==> src/rtl/writeback_arbiter.sv <==
// Purpose: merge ALU results and load returns into the single register-file write port, with operand bypass.
// Latency: one cycle from accepted result to rf_write_enable; operand bypass and load_hazard are combinational.
// Backpressure: mem_ready drops while a load is parked; alu_ready drops only when a starved parked load pre-empts the ALU.
//
// Ports:
//   clk, reset                       rising-edge clock, synchronous active-high reset
//   alu_valid/ready/rd/value         ALU result handshake
//   mem_valid/ready/rd/value         load return handshake
//   rf_write_enable/address/value    registered register-file write port
//   rs1, rs2, rf_read1, rf_read2     decode-stage read addresses and raw read data
//   operand1, operand2               read data with write-port bypass applied
//   load_hazard                      a source register matches the parked load
module writeback_arbiter #(
   parameter int XLEN         = 32,
   parameter int STARVE_LIMIT = 4
) (
   input  logic            clk,
   input  logic            reset,
   input  logic            alu_valid,
   output logic            alu_ready,
   input  logic [4:0]      alu_rd,
   input  logic [XLEN-1:0] alu_value,
   input  logic            mem_valid,
   output logic            mem_ready,
   input  logic [4:0]      mem_rd,
   input  logic [XLEN-1:0] mem_value,
   output logic            rf_write_enable,
   output logic [4:0]      rf_address_write,
   output logic [XLEN-1:0] rf_value_write,
   input  logic [4:0]      rs1,
   input  logic [4:0]      rs2,
   input  logic [XLEN-1:0] rf_read1,
   input  logic [XLEN-1:0] rf_read2,
   output logic [XLEN-1:0] operand1,
   output logic [XLEN-1:0] operand2,
   output logic            load_hazard
);

   localparam int CW = $clog2(STARVE_LIMIT + 1);
   localparam logic [CW-1:0] LIMIT_C = CW'(STARVE_LIMIT);

   // One-entry park buffer for a load that lost arbitration
   logic            hold_valid, hold_valid_nxt;
   logic [4:0]      hold_rd, hold_rd_nxt;
   logic [XLEN-1:0] hold_value, hold_value_nxt;
   logic [CW-1:0]   starve_cnt, starve_cnt_nxt;

   logic            wr_en_nxt;
   logic [4:0]      wr_addr_nxt;
   logic [XLEN-1:0] wr_val_nxt;

   logic            starved;
   logic            mem_fire;

   assign starved   = hold_valid && (starve_cnt == LIMIT_C);
   assign alu_ready = !reset && !starved;
   assign mem_ready = !reset && !hold_valid;
   assign mem_fire  = mem_valid && mem_ready;

   always_comb begin
      hold_valid_nxt = hold_valid;
      hold_rd_nxt    = hold_rd;
      hold_value_nxt = hold_value;
      wr_en_nxt      = 1'b0;
      wr_addr_nxt    = rf_address_write;
      wr_val_nxt     = rf_value_write;

      if (starved) begin
         // Parked load has waited long enough; ALU is stalled this cycle
         wr_en_nxt      = 1'b1;
         wr_addr_nxt    = hold_rd;
         wr_val_nxt     = hold_value;
         hold_valid_nxt = 1'b0;
      end else if (alu_valid) begin
         if (alu_rd != 5'd0) begin
            wr_en_nxt   = 1'b1;
            wr_addr_nxt = alu_rd;
            wr_val_nxt  = alu_value;
            // Parked load is older than this ALU result, so it is superseded
            if (hold_valid && (hold_rd == alu_rd))
               hold_valid_nxt = 1'b0;
         end
         // A load only fires when the hold is empty; it parks unless it is
         // x0 or already superseded by the same-cycle ALU write
         if (mem_fire && (mem_rd != 5'd0) && (mem_rd != alu_rd)) begin
            hold_valid_nxt = 1'b1;
            hold_rd_nxt    = mem_rd;
            hold_value_nxt = mem_value;
         end
      end else if (hold_valid) begin
         wr_en_nxt      = 1'b1;
         wr_addr_nxt    = hold_rd;
         wr_val_nxt     = hold_value;
         hold_valid_nxt = 1'b0;
      end else if (mem_fire && (mem_rd != 5'd0)) begin
         wr_en_nxt   = 1'b1;
         wr_addr_nxt = mem_rd;
         wr_val_nxt  = mem_value;
      end
   end

   // Count only cycles where an already-parked entry survives unwritten;
   // a freshly parked entry starts from zero
   always_comb begin
      starve_cnt_nxt = '0;
      if (hold_valid && hold_valid_nxt)
         starve_cnt_nxt = (starve_cnt == LIMIT_C) ? starve_cnt : starve_cnt + CW'(1);
   end

   always_ff @(posedge clk) begin
      if (reset) begin
         hold_valid       <= 1'b0;
         hold_rd          <= '0;
         hold_value       <= '0;
         starve_cnt       <= '0;
         rf_write_enable  <= 1'b0;
         rf_address_write <= '0;
         rf_value_write   <= '0;
      end else begin
         hold_valid       <= hold_valid_nxt;
         hold_rd          <= hold_rd_nxt;
         hold_value       <= hold_value_nxt;
         starve_cnt       <= starve_cnt_nxt;
         rf_write_enable  <= wr_en_nxt;
         rf_address_write <= wr_addr_nxt;
         rf_value_write   <= wr_val_nxt;
      end
   end

   // Bypass the write that commits on the next edge so decode sees it now
   assign operand1 = ((rs1 != 5'd0) && rf_write_enable && (rf_address_write == rs1))
                     ? rf_value_write : rf_read1;
   assign operand2 = ((rs2 != 5'd0) && rf_write_enable && (rf_address_write == rs2))
                     ? rf_value_write : rf_read2;

   assign load_hazard = hold_valid && (((rs1 != 5'd0) && (rs1 == hold_rd)) ||
                                       ((rs2 != 5'd0) && (rs2 == hold_rd)));

endmodule

==> config.mk <==
export PLATFORM = sky130hd
export DESIGN_NAME = writeback_arbiter
export DESIGN_NICKNAME = d
export VERILOG_FILES = /design/src/rtl/writeback_arbiter.sv
export SDC_FILE = /design/constraint.sdc
export NUM_CORES = 1
export LEC_CHECK = 0
export CORE_MARGIN = 2
export CORE_UTILIZATION = 37
export CTS_CLUSTER_SIZE = 8
export DETAILED_ROUTE_END_ITERATION = 16
export PLACE_DENSITY = 0.86
export SETUP_SLACK_MARGIN = 0.3
export SKIP_CTS_REPAIR_TIMING = 1
export SYNTH_ARGS = -nofsm -noshare
export SYNTH_HDL_FRONTEND = slang
export SYNTH_SLANG_ARGS = --single-unit
==> constraint.sdc <==
create_clock -name clk -period 1.76 [get_ports clk]
set_input_delay 0.264 -clock clk [delete_from_list [all_inputs] [get_ports clk]]
set_output_delay 0.264 -clock clk [all_outputs]
set_load 0.005 [all_outputs]
==> impl_metrics.tcl <==
set metrics [dict create \
    period_share_pct 149 \
    grtUsageMet2_pct 45.5 \
    period_needed_ns 2.63 \
    drt-wirelength-per-cell_um 23.6 \
    use_met1_pct 27.0 \
    hold_path_class "primary input to register" \
    required_ns 1.50 \
    antenna_found_initial 0 \
    setup_viol 67 \
    core_area_um2 13400 \
    p_leak_nw 5.04 \
    endpoint "operand1[19]" \
    violations "negative setup slack" \
    grt_pass1_vias 5397 \
    fin_hold_ws_ns 0.371 \
    route.detailed.drc 0 \
    clock_sinks 79 \
    slew_viol_final 0 \
    multi_input_area_um2 3910 \
    drt_iter0_drc 322 \
    synth_cell_types 44 \
    path_common_cell "buf_6" \
    synth-seq-cells 79 \
    cts_buffers 9 \
    cap_violations 0 \
    clk_path_buf_depth 2 \
    finalClockSkew_ns 0.0107 \
    die_y_um 122 \
    areaGrowthSynthToFinish_pct 103 \
    total_power_mw 6.03 \
    cts_tree "done" \
    yosysWarnings 0 \
    htreeDepth 3 \
    syn_nets 610 \
    antenna_left 0 \
    async_flop_share_pct 0 \
    met3_usage_pct 5.76 \
    cp-end-kind "primary output" \
    routabilityCongestion 0.858 \
    grt_overflow_total 0 \
    dieArea_um2 14800 \
    rsz0062_at_grt "yes" \
    crit_type "register to primary output" \
    die_w_um 122 \
    clockRootBuffer "clkbuf_16" \
    power_density_nw_per_um2 580 \
    n_antenna_cell 0 \
    fmax_ghz 0.380 \
    yosys.area.top_type_share_pct 30.9 \
    drt-total-wl_um 23700 \
    num_rows 42 \
    synth_most_common_cell "mux2_4" \
    grtUsageTotal_pct 24.3 \
    crit_arrival_ns 2.37 \
    crit_fanout 6 \
    clk_pin_slew_worst_paths_ns 0.06 \
    yosys.area.top_type "dfxtp_1" \
    setup_tns_ns -47.71 \
    synth_cells 456 \
    grt_pass1_wl_um 27900 \
    worstRegToRegCells 6 \
    synth_edf_count 0 \
    critPathMaxStageDelay_ns 0.37 \
    synth_area_leaders "dfxtp_1, mux2_4, o2bb2ai_1" \
    vias_per_cell 5.51 \
    ys_top_cells_by_count "mux2_4, dfxtp_1, nor2b_1, o2bb2ai_1" \
    first_pass_iters 4 \
    fin_ws_ns -0.869 \
    ir_drop_v 0.000435 \
    vias 5544 \
    max_slew_margin_pct 69.7 \
    hold_viol 0 \
    fin_nets 979 \
    r2r_start "hold_valid" \
    start_util_pct 38.2 \
    regToRegSetupSlack_ns 0 \
    syn_avg_cell_area_um2 11.2 \
    place_hpwl_um 13700 \
    nFillCells 770 \
    cp-startpoint "rf_address_write[3]" \
    insertion_delay_ns 0.33 \
    tightest_slew_ns 0.454 \
    ios 257 \
    worstSetupStartpointType "register" \
    numPortBuffers 256 \
    seq_area_um2 1720 \
    yosysSeqAreaShare_pct 30.9 \
    synth_top_flop_cell "dfxtp_1" \
    outcome "complete, but fails checks" \
    slowest_stage "dfxtp_4" \
    r2r_end "hold_value[1]" \
    grt.busiest_layer "met2" \
    cp_cell_sequence "xnor2_2, nand4_1, nor4_4, buf_6, buf_6, buf_12, buf_6, mux2_4, buf_6" \
    grt_max_degree 48 \
    netlist_area_um2 5120 \
    final_layout_size_suffix_gt1_share_pct 53.3 \
]
==> worst max-delay path, delay by kind of cell (launching register included) <==
kind,cells,cell delay (ns)
simple gates,2,0.49
xor+xnor,1,0.17
buf+inv,5,0.69
mux,1,0.30
flops,1,0.37
==> worst min path at each step <==
stage | startpoint | to | slack [ns] | depth (start not counted)
after global routing | mem_rd[1] | hold_rd[1] | 0.37 | 2
after global placement | starve_cnt[1] | starve_cnt[1] | 0.48 | 2
after detailed placement | rf_value_write[14] | rf_value_write[14] | 0.50 | 1
after floorplan | mem_rd[0] | hold_rd[0] | 0.41 | 1
final | mem_rd[1] | hold_rd[1] | 0.37 | 2
after CTS | reset | hold_valid | 0.42 | 5
==> report_power, final <==
group | switching, mW | internal (mW) | total, mW
clock | 0.751 | 1.28 | 2.03
combinational | 0.705 | 1.18 | 1.89
sequential | 0.175 | 1.93 | 2.11
total | 1.63 | 4.40 | 6.03
==> layout by cell type (no fill, tap or decap), types with 9 or more instances in the layout <==
cell type / Yosys / layout
clkdlybuf4s50_1: 0 / 128
mux2_4: 90 / 97
dlymetal6s2s_1: 0 / 61
buf_4: 1 / 60
buf_6: 12 / 59
clkbuf_2: 0 / 44
nor2b_1: 39 / 39
dfxtp_1: 79 / 34
or3_1: 33 / 33
o221ai_1: 33 / 32
dfxtp_4: 0 / 32
o2bb2ai_2: 0 / 24
clkbuf_16: 0 / 24
buf_12: 0 / 14
xnor2_1: 23 / 13
dfxtp_2: 0 / 13
o2bb2ai_4: 0 / 12
xnor2_2: 0 / 10
nor2_1: 10 / 9
buf_8: 0 / 9
==> logic make-up (layout without fill, tap and decap cells) <==
kind of cell,Yosys count,count (layout),synth area share (%)
mux,105,105,29.6
flops,79,79,30.9
compound gates,86,86,15.0
buf+inv,40,414,5.01
simple gates,113,113,13.7
fa+ha+maj,2,2,0.489
xor+xnor,31,31,5.31
==> area by class of cell <==
type	count	area share [%]
inverter	3	0.108
tap	176	2.12
sequential	79	16.5
clock inverter	5	0.782
clock buffer	11	2.33
multi-input combinational	337	37.6
timing repair buffer	395	40.6
==> sequential cells by signal, indices dropped and copies added, names as in the netlist <==
signal / count
hold_valid: 1
rf_value_write: 32
starve_cnt: 3
hold_value: 32
rf_address_write: 5
hold_rd: 5
rf_write_enable: 1
==> metal layers <==
| layer | vias up | part of all wire (%) |
|---|---|---|
| met5 | - | 0 |
| met4 | 0 | 2.7 |
| met3 | 51 | 5.6 |
| met2 | 278 | 53 |
| met1 | 2740 | 39 |
| li1 | 2475 | - |
==> per-stage QoR <==
step | setup slack (ns) | instances | area [um^2] | utilization, %
detailed placement | -1.03 | 904 | 8190 | 61.1
global route | -0.959 | 1006 | 10400 | 77.6
global placement | -0.976 | 904 | 8190 | 61.1
finish | -0.869 | 1006 | 10400 | 77.6
CTS | -1.03 | 920 | 8510 | 63.5
floorplan | 0.0250 | 456 | 5210 | -
Note: power is estimated with default switching activity, not from simulation.
